==> config.mk <==
export PLATFORM = sky130hd
export DESIGN_NAME = half_adder
export DESIGN_NICKNAME = d
export VERILOG_FILES = /design/src/rtl/half_adder_pkg.sv /design/src/rtl/half_adder_bit.sv /design/src/rtl/half_adder.sv
export SDC_FILE = /design/constraint.sdc
export NUM_CORES = 1
export LEC_CHECK = 0
export ABC_AREA = 0
export ABC_CLOCK_PERIOD_IN_PS = 1400
export CAP_MARGIN = 25
export CORE_MARGIN = 8
export CORE_UTILIZATION = 39
export DETAILED_ROUTE_END_ITERATION = 7
export PLACE_DENSITY = 0.8
export RECOVER_POWER = 25
export SYNTH_ARGS = -nofsm -noshare
export SYNTH_HDL_FRONTEND = slang
export SYNTH_HIERARCHICAL = 1
export SYNTH_SLANG_ARGS = --single-unit
==> constraint.sdc <==
create_clock -name clk -period 1.4 [get_ports clk]
set_input_delay 0.28 -clock clk [delete_from_list [all_inputs] [get_ports clk]]
set_output_delay 0.28 -clock clk [all_outputs]
set_load 0.03 [all_outputs]
==> src/rtl/half_adder_pkg.sv <==
// Shared defaults for the half_adder leaf primitive.
package half_adder_pkg;

  localparam int unsigned HA_WIDTH_DEFAULT = 1;
  localparam int unsigned HA_CNT_W_DEFAULT = 8;

endpackage : half_adder_pkg

==> src/rtl/half_adder_bit.sv <==
// One lane of the half adder: pure combinational xor/and.
module half_adder_bit (
  input  logic a,
  input  logic b,
  output logic sum,
  output logic carry
);

  assign sum   = a ^ b;
  assign carry = a & b;

endmodule : half_adder_bit

==> src/rtl/half_adder.sv <==
// Bitwise half adder with zero-latency sum/carry, registered copies and a
// saturating count of enabled cycles carrying on any lane.
module half_adder
  import half_adder_pkg::*;
#(
  parameter int unsigned WIDTH = HA_WIDTH_DEFAULT,
  parameter int unsigned CNT_W = HA_CNT_W_DEFAULT
) (
  input  logic             clk,
  input  logic             rst_n,
  input  logic [WIDTH-1:0] A,
  input  logic [WIDTH-1:0] B,
  input  logic             en,
  input  logic             clr,
  output logic [WIDTH-1:0] sum,
  output logic [WIDTH-1:0] carry,
  output logic [WIDTH-1:0] sum_q,
  output logic [WIDTH-1:0] carry_q,
  output logic [CNT_W-1:0] carry_cnt
);

  localparam logic [CNT_W-1:0] CNT_MAX = '1;

  logic any_carry;

  for (genvar i = 0; i < int'(WIDTH); i++) begin : g_lane
    half_adder_bit u_bit (
      .a     (A[i]),
      .b     (B[i]),
      .sum   (sum[i]),
      .carry (carry[i])
    );
  end

  // One event per cycle regardless of how many lanes carry.
  assign any_carry = |carry;

  always_ff @(posedge clk or negedge rst_n) begin
    if (!rst_n) begin
      sum_q   <= '0;
      carry_q <= '0;
    end else if (en) begin
      sum_q   <= sum;
      carry_q <= carry;
    end
  end

  // Clear wins over increment; increment sticks at all-ones.
  always_ff @(posedge clk or negedge rst_n) begin
    if (!rst_n) begin
      carry_cnt <= '0;
    end else if (clr) begin
      carry_cnt <= '0;
    end else if (en && any_carry && (carry_cnt != CNT_MAX)) begin
      carry_cnt <= carry_cnt + CNT_W'(1);
    end
  end

endmodule : half_adder

==> results.json <==
{
  "max_freq_ghz": 0.695,
  "yosysUniqueCellTypes": 26,
  "vias": 583,
  "synth_enable_flop_cells": 0,
  "ys_async_sr_fraction_pct": 100,
  "clock_path_buffers": 2,
  "slew_headroom_pct": 68.6,
  "syn_area_sq_um": 553,
  "final-max-slew-violation-count": 0,
  "cts_buffers": 3,
  "netlist_top_cells_area": "dfrtp_1, ha_1, inv_1",
  "required_ps": 1560,
  "drive_gt1_share_pct": 44.0,
  "io_pins": 18,
  "status": "finished with violations",
  "root_buffer": "clkbuf_4",
  "synth_top_cell_area_share_pct": 45.2,
  "hpwl_mm": 1.25,
  "synth_ff_type": "dfrtp_1",
  "die_area_sq_um": 2880,
  "via_per_inst": 5.50,
  "initial_core_util_pct": 42.0,
  "cap_violations": 0,
  "grt_pass1_vias": 592,
  "power.density_nw_per_um2": 686,
  "synth-seq-area-share_pct": 45.2,
  "dp.cells": 100,
  "clk_latency_ps": 270,
  "layout.nets": 100,
  "drt_first_pass_iters": 4,
  "antenna_cells": 0,
  "violations": "negative setup slack",
  "cp_max_fo": 4,
  "hold_violations": 0,
  "worst_hold_slack_ps": 394,
  "wl_per_cell_um": 16.4,
  "drt-total-wl_mm": 1.73,
  "post-route-min-period_ps": 1440,
  "ant_nets": 0,
  "nFillCells": 100,
  "ir_drop_uv": 529,
  "cp-start-kind": "flip-flop",
  "stdcell_count": 106,
  "antenna_found_initial": 0,
  "synth.largest_area_cell": "dfrtp_1",
  "grt_overflow_total": 0,
  "crit_path_end_kind": "flip-flop",
  "synth_cells": 56,
  "ys_ff_latch": 10,
  "rsz0062_at_grt": "yes",
  "avgSynthCellArea_sq_um": 9.88,
  "yosys_warnings": 6,
  "min_path_type": "in2async",
  "clock_skew_ps": 4.95,
  "worst_pin_slew_ps": 470,
  "drc": 0,
  "cts_sinks": 10,
  "layout_setup_ws_ps": -38.3,
  "grt_pass1_wl_mm": 2.66,
  "core-area_sq_um": 1320,
  "p_leak_uw": 0.000429,
  "port-buffer-count": 17,
  "htreeDepth": 1,
  "cts_tree": "built",
  "gp_congestion": 0.829,
  "grt_util_all_layers_pct": 12.8,
  "fin_crit_sh_pct": 103,
  "ff2ff_setup_slack_ps": -40,
  "critPathKind": "reg2reg",
  "drt_iter0_drc": 19,
  "finalSetupViolCount": 3,
  "num_rows": 13,
  "grt_start_max_net_pins": 11,
  "clkTransAtPathRegs_ps": 70,
  "die_h_um": 53.7,
  "fp.dieW_um": 53.7,
  "area_growth_pct": 69.5,
  "worstPathArrival_ps": 1600,
  "synth_fp_nets": 64
}
==> area by class of cell <==
class / count / area [sq um] / area share (%)
Clock buffer: 4 / 26.3 / 2.80
Inverter: 6 / 26.3 / 2.80
Multi-Input combinational cell: 39 / 352 / 37.5
Sequential cell: 10 / 254 / 27.1
Tap cell: 15 / 18.8 / 2.00
Timing Repair Buffer: 32 / 260 / 27.8
==> synth_stat cells (2+ instances only) <==
cell type / number
dfrtp_1: 10
inv_1: 6
nor2_1: 5
a21oi_1: 3
nand2b_1: 3
o21ai_0: 3
a211oi_1: 2
ha_1: 2
mux2_1: 2
nand3_1: 2
nor3b_1: 2
nor4_1: 2
==> cell families after synthesis <==
kind of cell / after synthesis / share of synthesized area (%)
DFF: 10 / 45.2
AOI/OAI and AO/OA: 13 / 15.8
adders and majority gates: 2 / 4.52
buffers and inverters: 7 / 4.98
muxes: 4 / 7.92
and+or+nand+nor: 20 / 21.5
==> placed cells by master, fill, tap and decap left out, types with 2 or more instances in the layout <==
cell type      count
ha_4               2
dlygate4sd2_1      8
dfrtp_2            3
nand2b_1           3
nor2_1             5
clkbuf_4           3
o21ai_0            2
a21oi_1            2
dfrtp_1            7
nand3_1            2
buf_4             21
inv_1              5
==> where the power goes <==
group	switching, uW	leakage (uW)	internal, uW
registers	4.81	0.000131	298
clock network	103	0.0000150	110
logic	70.3	0.000283	57.4
total	178	0.000429	466
==> flip-flops by register name, indices dropped and copies added (netlist names) <==
| name | flops |
|---|---|
| sum_q | 1 |
| carry_cnt | 8 |
| carry_q | 1 |
==> per-stage QoR <==
step	setup TNS (ps)	setup WS [ps]	cell area (sq um)	utilization (%)	power, uW
3_3_place_gp	-2610	-392	862	65.4	431
3_5_place_dp	-3000	-470	862	65.4	436
6_report	-54.1	-38.3	937	71.1	643
4_1_cts	-102	-60.7	887	67.3	641
5_1_grt	-322	-78.1	937	71.1	668
2_1_floorplan	-201	-83.2	596	-	369
==> layer usage <==
metal / part of all wire (%) / up-vias / GRT usage (%)
met3: 4.3 / 6 / 5.23
met5: 0 / - / 0
met4: 2.8 / 0 / 6.30
met1: 40 / 288 / 12.7
met2: 53 / 12 / 22.7
li1: - / 277 / -
==> what timing repair did <==
item / in CTS / in global routing
setup buffers: 0 / 2
cloned: 0 / 0
gates resized for setup: 9 / 9
setup endpoints to repair: 15 / 6
hold buffers: 0 / 0
pin swaps: 2 / 5
==> critical path, cell delays in order (launching register included) <==
cell	delay [ps]
dfrtp_2	430
ha_4	160
and3_4	180
a211oi_4	230
mux2_4	320
==> path summary, 6_finish.rpt <==
| check | start | to | cells after the start |
|---|---|---|---|
| worst max-delay path | carry_cnt[0] | carry_cnt[3] | 4 |
| worst min-delay path | rst_n | sum_q | 1 |
| worst max register to register | carry_cnt[0] | carry_cnt[3] | 4 |
| worst min register to register | sum_q | sum_q | 1 |
| max in group asynchronous | rst_n | carry_cnt[4] | 1 |
| min in group clk | sum_q | sum_q | 1 |
Power figures use the tool's default switching activity.
